## src/rtl/cart_bus_arbiter.sv

```systemverilog
// Two-port arbiter/sequencer for the cartridge bus: grants one transaction at a time,
// strobes cart_iface, watches its busy flag with a timeout and acks the winning port.
module cart_bus_arbiter #(
  parameter int TIMEOUT_W = 8,
  parameter bit RR_EN     = 1'b1
) (
  input  logic        clk_8m,
  input  logic        rst_n,
  input  logic [1:0]  port_en,
  input  logic        p0_rd,
  input  logic        p0_wr,
  input  logic [15:0] p0_addr,
  input  logic [7:0]  p0_wdata,
  output logic [7:0]  p0_rdata,
  output logic        p0_ack,
  output logic        p0_err,
  input  logic        p1_rd,
  input  logic        p1_wr,
  input  logic [15:0] p1_addr,
  input  logic [7:0]  p1_wdata,
  output logic [7:0]  p1_rdata,
  output logic        p1_ack,
  output logic        p1_err,
  output logic        c_rd,
  output logic        c_wr,
  output logic [15:0] c_addr,
  output logic [7:0]  c_din,
  input  logic [7:0]  c_dout,
  input  logic        c_busy,
  output logic [1:0]  grant,
  output logic        bus_active
);

  typedef enum logic [2:0] {
    IDLE,
    ISSUE,
    WAIT_BSY,
    WAIT_DONE,
    ACK
  } state_t;

  // Last timer value before a wait state gives up: 2^TIMEOUT_W-1 cycles spent waiting.
  localparam logic [TIMEOUT_W-1:0] TIMER_LAST = {{(TIMEOUT_W-1){1'b1}}, 1'b0};
  localparam logic [TIMEOUT_W-1:0] TIMER_ONE  = {{(TIMEOUT_W-1){1'b0}}, 1'b1};

  state_t               state;
  state_t               state_next;
  logic [TIMEOUT_W-1:0] timer;
  logic                 is_wr;
  logic                 err_flag;
  logic                 last_owner;
  logic                 req0;
  logic                 req1;
  logic                 pick1;
  logic                 timed_out;

  always_comb begin
    req0       = (p0_rd | p0_wr) & port_en[0];
    req1       = (p1_rd | p1_wr) & port_en[1];
    pick1      = req1 && (!req0 || (RR_EN && !last_owner));
    timed_out  = (timer == TIMER_LAST);
    state_next = state;
    case (state)
      IDLE:      if (req0 || req1) state_next = ISSUE;
      ISSUE:     state_next = WAIT_BSY;
      WAIT_BSY:  if (c_busy) state_next = WAIT_DONE;
                 else if (timed_out) state_next = ACK;
      WAIT_DONE: if (!c_busy || timed_out) state_next = ACK;
      ACK:       state_next = IDLE;
      default:   state_next = IDLE;
    endcase
  end

  always_ff @(posedge clk_8m) begin
    if (!rst_n) state <= IDLE;
    else        state <= state_next;
  end

  // Timer is cleared on entry to each wait state and saturates rather than wrapping.
  always_ff @(posedge clk_8m) begin
    if (!rst_n) begin
      timer      <= '0;
      is_wr      <= 1'b0;
      err_flag   <= 1'b0;
      last_owner <= 1'b1;
      grant      <= 2'b00;
      c_addr     <= '0;
      c_din      <= '0;
      p0_rdata   <= '0;
      p1_rdata   <= '0;
    end else begin
      case (state)
        IDLE: begin
          if (req0 || req1) begin
            grant    <= pick1 ? 2'b10 : 2'b01;
            c_addr   <= pick1 ? p1_addr : p0_addr;
            c_din    <= pick1 ? p1_wdata : p0_wdata;
            is_wr    <= pick1 ? p1_wr : p0_wr;
            err_flag <= 1'b0;
          end
        end
        ISSUE: timer <= '0;
        WAIT_BSY: begin
          if (c_busy)             timer    <= '0;
          else if (timed_out)     err_flag <= 1'b1;
          else if (timer != '1)   timer    <= timer + TIMER_ONE;
        end
        WAIT_DONE: begin
          if (!c_busy) begin
            if (!is_wr && grant[0]) p0_rdata <= c_dout;
            if (!is_wr && grant[1]) p1_rdata <= c_dout;
          end else if (timed_out) begin
            err_flag <= 1'b1;
          end else if (timer != '1) begin
            timer <= timer + TIMER_ONE;
          end
        end
        ACK: begin
          last_owner <= grant[1];
          grant      <= 2'b00;
        end
        default: grant <= 2'b00;
      endcase
    end
  end

  always_comb begin
    c_rd       = (state == ISSUE) && !is_wr;
    c_wr       = (state == ISSUE) && is_wr;
    p0_ack     = (state == ACK) && grant[0];
    p1_ack     = (state == ACK) && grant[1];
    p0_err     = p0_ack && err_flag;
    p1_err     = p1_ack && err_flag;
    bus_active = (state != IDLE);
  end

endmodule

```

## config.mk

```make
export PLATFORM = sky130hd
export DESIGN_NAME = cart_bus_arbiter
export DESIGN_NICKNAME = d
export VERILOG_FILES = /design/src/rtl/cart_bus_arbiter.sv
export SDC_FILE = /design/constraint.sdc
export NUM_CORES = 1
export LEC_CHECK = 0
export CORE_MARGIN = 5
export CORE_UTILIZATION = 41
export CTS_BUF_LIST = sky130_fd_sc_hd__clkbuf_16
export CTS_CLUSTER_DIAMETER = 40
export CTS_CLUSTER_SIZE = 14
export DETAILED_ROUTE_END_ITERATION = 7
export PLACE_DENSITY = 0.76
export SYNTH_ARGS = -nofsm -noshare
export SYNTH_HDL_FRONTEND = slang
export SYNTH_SLANG_ARGS = --single-unit
```

## constraint.sdc

```tcl
create_clock -name clk_8m -period 1.8 [get_ports clk_8m]
set_clock_uncertainty 0.05 [all_clocks]
set_input_delay 0.27 -clock clk_8m [delete_from_list [all_inputs] [get_ports clk_8m]]
set_output_delay 0.27 -clock clk_8m [all_outputs]
set_load 0.05 [all_outputs]
```

==> results.md <==
- For this run, the share of the core covered by cells in the final layout is 69.3%.
- The analysis attributes to cell leakage a power of roughly 1.8 nW.
- Headroom to the max-slew limit came out at about two thirds.
- For this run, the slowest stage of the critical path takes 0.42 ns.
- The final layout contains between 400 and 500 nets.
- The die span in x is 87.9 um.
- The repair_antennas step left the layout with diodes totalling 0.
- Measured in cells, the most critical reg-to-reg path has a length of 7.
- The proportion of synthesized chip area in sequential cells is between 40% and 50%.
- After floorplanning, the core was sized to cover 5920 um^2.
- For this run, asynchronously set or reset flops after synthesis account for 0%.
- The library cell with the highest instance count after synthesis is sky130_fd_sc_hd__dfxtp_1.
- The number of nets in the synthesized netlist is 343.
- The detailed router placed 2674 vias in this run.
- The total global routing overflow is 0.
- Hold repair after CTS inserted 0 buffers.
- The cell area that synthesis handed to floorplanning was roughly 2500 um^2.
- The fraction of power spent switching nets is 35.1%.
- The number of pins with negative max-slew slack in the final report is 0.
- For this run, design rule violations remaining after detail routing come to 0.
- The library cell with the largest summed area after synthesis is sky130_fd_sc_hd__dfxtp_1.
- The synthesized netlist cell count is about 280.
- The data required time of the critical path is 1.48 ns.
- The congestion estimate from routability-driven global placement came to 0.844.
- Global routing used between 10% and 20% of the available tracks across all layers.
- Setup repair after global routing could not meet its margin everywhere.
- The power consumption is between 3 and 4 mW.
- Prior to clock tree synthesis, the placed netlist has a worst setup slack of -0.776 ns.
- In this run the worst hold path is classified as flip-flop to flip-flop.
- The clock net in this run drives a total of 56 sinks.
- After synthesis the netlist holds a flip-flop and latch count of 56.
- By area the synthesized netlist is led by sky130_fd_sc_hd__dfxtp_1 45%, sky130_fd_sc_hd__a222oi_1 9.6%, sky130_fd_sc_hd__nand2_1 4.5%.
- The number of H-tree branching levels is 2.
- Among all flip-flop cells after synthesis, the most frequent one is sky130_fd_sc_hd__dfxtp_1.
- The number of hold-slack violations in the final timing report is 0.
- The floorplan has 28 rows.
- The worst-case hold slack is between 0.4 and 0.5 ns.
- The count of buffers added on input and output ports is approximately 110.
- The endpoint kind of the worst setup timing path is an output port.
- The run finished with clean final reports.
- The mean post-synth cell area is ~9.0 um^2.
- The number of buffers inserted during clock tree synthesis is 5.
- For the finished layout, the period the worst path requires is 1.78 ns.
- The routed length per placed instance is 16.1 um.
- The die outline area is 7730 um^2.
- Yosys mapped the design onto 43 distinct sky130hd cell types.
- At the pin with the least slew margin, the transition time is approximately 0.51 ns.
- The number of global-route vias before repair is 2480.
- In this run, synthesis inferred 0 flip-flops with an integrated enable.
- In the post-route analysis, the smallest setup slack over all paths is ~0.020 ns.
- The power density over the cells is between 900 and 1000 nW/um^2.
- The net load switching power is ~1.4 mW.
- The via density per instance is 5.46.
- Counting instances, the worst hold path has a depth of 2.
- For the worst setup path, the data arrival time is 1.46 ns.
- The share of synthesized area in the top cell type comes to 45.0%.
- The part of the cycle the worst path needs is approximately 99%.
- CTS placed an instance of sky130_fd_sc_hd__clkbuf_16 at the clock tree root.
- In the synthesized netlist, the cells that appear most often are 56 x sky130_fd_sc_hd__dfxtp_1, 30 x sky130_fd_sc_hd__nand2_1, 26 x sky130_fd_sc_hd__inv_1.
- The highest clock rate is ~0.56 GHz.
- The share of power burned in registers is 37.0%.
- The final-report setup violation count is 0.
- The power share of the combinational group is 38.8%.
- The internal portion of the total power is 2.55 mW.
- During synthesis, Yosys emitted a total of 0 warnings.
- The clock slew at the register clock pins of the worst setup and hold paths is 0.07 ns.
- The number of fill cells in the layout is roughly 480.
- The first global-routing pass estimated 12.0 mm of wire.
- Once detailed placement completed, the half-perimeter wirelength came to 5.79 mm.
- The critical path in this run is classified as flip-flop to output port.
- On the critical path, the stage with the largest delay is an instance of sky130_fd_sc_hd__or3_4.
- The startpoint type of the worst setup path is a flip-flop.
- In this run the worst path has a maximum fanout of 8.
- Once the floorplan was initialized, standard cells occupied ~42% of the core.
- The clock share of power is approximately a quarter.
- The max-capacitance violation count is 0.
- The die is roughly 88 um tall.
- The initial antenna violation count is 0.
- The remaining antenna violation count is 0.
- The clock latency at the later pin of the worst-skew pair is between 0.2 and 0.3 ns.
- For this run, the detailed router's first-pass iteration total came to 8.
- Pin placement for this block handled 114 I/O pins.
- The worst-case clock buffer depth is 2.
- The aggregate routed wire length is 7.90 mm.
- The growth of design area from synthesis to finish is 64.7%.
- The critical path goes through buf_6 > or3_4 > buf_4 > buf_12.
- The first routing iteration left between 200 and 250 violations.
- The CTS tree is built.
- The maximum vdd drop is roughly 0.50 mV.
- The post-route netlist has 24.8% of its cells at a drive strength greater than 1.
- Entering global routing, the biggest net connects 25 pins.
critical path, delay by kind of cell, from the launching register on:
kind                   cells  cell delay, ns
buffers and inverters      3            0.43
AND/OR/NAND/NOR            1            0.42
flip-flops                 1            0.33
routing by layer:
| metal | up-vias | global-route usage (%) | wire [um] |
|---|---|---|---|
| li1 | 1286 | - | - |
| met1 | 1265 | 24.7 | 3170 |
| met2 | 113 | 32.7 | 3920 |
| met3 | 10 | 5.36 | 691 |
| met4 | 0 | 5.44 | 114 |
| met5 | - | 0 | 0 |
per-stage QoR:
| stage | setup TNS, ns | instances | area, um^2 |
|---|---|---|---|
| 3_5_place_dp | -19.86 | 473 | 3820 |
| 5_1_grt | -0.0378 | 490 | 4100 |
| 3_3_place_gp | -17.51 | 473 | 3820 |
| 6_report | 0 | 490 | 4100 |
| 4_1_cts | 0 | 484 | 4020 |
| 2_1_floorplan | -0.219 | 276 | 2510 |
state kept, by name, summed over array words and instances, names as in the netlist:
name and count:
c_addr 16, c_din 8, err_flag 1, grant 2
is_wr 1, last_owner 1, p0_rdata 8, p1_rdata 8
state 3, timer 8
final timing paths:
path | slack (ns) | from | endpoint
worst max register to register | 0.06 | state[0] | c_addr[10]
worst min register to register | 0.41 | p1_rdata[7] | p1_rdata[7]
worst min-delay path | 0.41 | p1_rdata[7] | p1_rdata[7]
worst max-delay path | 0.02 | state[0] | bus_active
cell families (layout without fill, tap and decap cells):
group           count (synthesis)  in the layout  synth area share [%]
fa+ha+maj                       2              2                  1.00
simple gates                   96             97                  21.3
xor+xnor                        2              2                 0.704
flops                          56             56                  45.0
compound gates                 78             78                  23.5
buf+inv                        42            180                  8.49
repair_timing:
action | CTS | global route
pin swaps | 3 | 3
gates resized for setup | 3 | 11
endpoints found under the setup margin | 28 | 30
hold endpoints to repair | 0 | 0
cloned | 1 | 1
buffers inserted | 2 | 5
layout by cell type (no fill, tap or decap), types with 5 or more instances in the layout:
master / instances
sky130_fd_sc_hd__inv_1: 26
sky130_fd_sc_hd__nand3_1: 20
sky130_fd_sc_hd__a21oi_1: 14
sky130_fd_sc_hd__nand2_1: 30
sky130_fd_sc_hd__dfxtp_1: 54
sky130_fd_sc_hd__a21boi_0: 12
sky130_fd_sc_hd__clkdlybuf4s50_1: 72
sky130_fd_sc_hd__buf_4: 57
sky130_fd_sc_hd__nor2_1: 8
sky130_fd_sc_hd__o21ai_0: 13
sky130_fd_sc_hd__a222oi_1: 24
sky130_fd_sc_hd__buf_12: 10
sky130_fd_sc_hd__clkbuf_16: 5
power groups by stage:
stage	clock, mW	combinational [mW]	sequential, mW
detailed placement	0	1.40	1.47
global placement	0	1.38	1.47
floorplan	0	0.535	1.77
global route	1.02	1.62	1.47
CTS	0.971	1.45	1.45
finish	0.952	1.52	1.45
area by class of cell:
cell class / instances / area, um^2 / share of cell area, %
timing repair buffer: 145 / 1410 / 34.4
multi-input combinational: 179 / 1230 / 29.9
sequential: 56 / 1120 / 27.4
clock buffer: 5 / 125 / 3.05
inverter: 27 / 101 / 2.47
tap: 75 / 93.8 / 2.29
clock inverter: 3 / 17.5 / 0.427
Power figures use the tool's default switching activity.
==> RTL change, RTL diff (same settings) <==
Set the parameter `RR_EN` to 1'b0 (it was 1'b1).
--- a/src/rtl/cart_bus_arbiter.sv
+++ b/src/rtl/cart_bus_arbiter.sv
@@ -4,3 +4,3 @@
   parameter int TIMEOUT_W = 8,
-  parameter bit RR_EN     = 1'b1
+  parameter bit RR_EN     = 1'b0
 ) (
Behaviour: not the same (Yosys sat finds a counterexample within 10 cycles, from zero or initial values and one cycle with rst_n low).
==> RTL change against the original RTL <==
Routed wire length fell by 8.8%. Synthesized cell count grew 9.1%. Critical path type unchanged. Area after synthesis rose by 1.1%. Worst setup slack improved by 25 ps. First-iteration DRC count decreased by 59%. Design area down 1.8%. Sequential cell count is 1 lower. Largest power group unchanged. Clock power down 3.9%. Power is 0.23% higher. Utilization is 1.6 points lower. Global-route usage shrank 1.2 points. Non-clock buffer count fell by 11.
==> RTL change: results (changes against the original RTL) <==
* Status: finished clean
* Worst Hold Path Cells at 2 (unchanged)
* WL met2 at 3200 µm (-18%)
* Routability congestion estimate at 0.900 (+6.6%)
* Via count at 2543 (-4.9%)
* Critical path origin: p0_rdata[3]
* Comb power frac at 39.1% (+0.3 points)
* Net Switching at 1460 µW (+5.8%)
* Detailed Route WL at 7200 µm (-8.8%)
* Register area share after synthesis at 43.7% (-1.3 points)
* Synth top cells by count: dfxtp_1, nand2_1, o21ai_0
* Slew HR at 64.6% (-1.0 points)
* Synth area leaders: dfxtp_1, nand2_1, mux2i_1
* Multi-input gate area at 1340 µm² (+9.1%)
* FF-to-FF setup slack at 160 ps (+100 ps)
* Total track usage at 18.3% (-1.2 points)
* Synthesized net count at 368 (+7.3%)
* Peak supply drop at 0.000560 V (+12%)
* Fill cells at 543 (+12%)
* Data arrival, critical path at 1430 ps (-30 ps)
* Placed Cells at 489 (+3.4%)
* Post-DP HPWL at 5490 µm (-5.2%)
* Worst R2R Start: timer[0]
* CP max FO at 2 (-6)
* Setup Slack @ Placement at -124 ps (+652 ps)
* Seq power at 1480 µW
* Hold path startpoint: p1_rdata[1]
* CP delay by family, top: buffers and inverters
* Mapped Cells at 301 (+9.1%)
* Metal-1 WL at 2950 µm (-7.0%)
* CP endpoint: p0_rdata[3]
* Met3 routed WL at 981 µm (+42%)
* Slowest stage delay, CP at 810 ps (+390 ps)
* Count of different cell masters after synthesis at 45 (+4.7%)
* Leak pwr at 0.00174 µW (-1.2%)
* Initial DRT Pass Iterations at 4 (-4)
* Worst Hold Endpoint: p1_rdata[1]
* Pin count of the biggest net entering global routing at 54 (+120%)
* Period Utilization, post-route at 97.5% (-1.4 points)
* Met1 usage at 21.9% (-2.8 points)
* R2R Path End: timer[0]
* Vias in the first global route at 2404 (-3.1%)
* WHS at 469 ps (+61.1 ps)
* P per Cell Area at 978 nW/µm² (+2.1%)
* Wire per inst at 14.5 µm (-10%)
* Placed Area at 3860 µm² (+1.1%)
* Met3 Usage GRT at 9.59% (+4.2 points)
* First-pass GRT wire length at 11400 µm (-5.6%)
* Share of layout cells above drive strength 1 at 19.7% (-5.2 points)
* Met2 usage at 28.8% (-3.9 points)
==> RTL change: cells by family (layout without fill, tap and decap cells) <==
kind of cell	after synthesis	after routing	share of synthesized area [%]
DFF	55	55	43.7
adders and majority gates	2	2	0.994
and+or+nand+nor	118	118	23.4
xor gates and xnor gates	1	1	0.348
buffers and inverters	25	146	4.72
AOI/OAI and AO/OA	83	83	20.0
muxes	17	17	6.76
==> RTL change: repair_timing <==
| action | 4_1_cts | 5_1_grt |
|---|---|---|
| gates resized for setup | 2 | 8 |
| setup endpoints to repair | 2 | 9 |
| hold buffers | 0 | 0 |
| setup buffers | 0 | 0 |
==> RTL change: area by class of cell <==
class	count	share of cell area [%]
Clock inverter	3	0.280
Inverter	4	0.373
Multi-Input combinational cell	221	33.3
Timing Repair Buffer	134	33.2
Tap cell	75	2.33
Sequential cell	55	27.5
Clock buffer	5	3.11
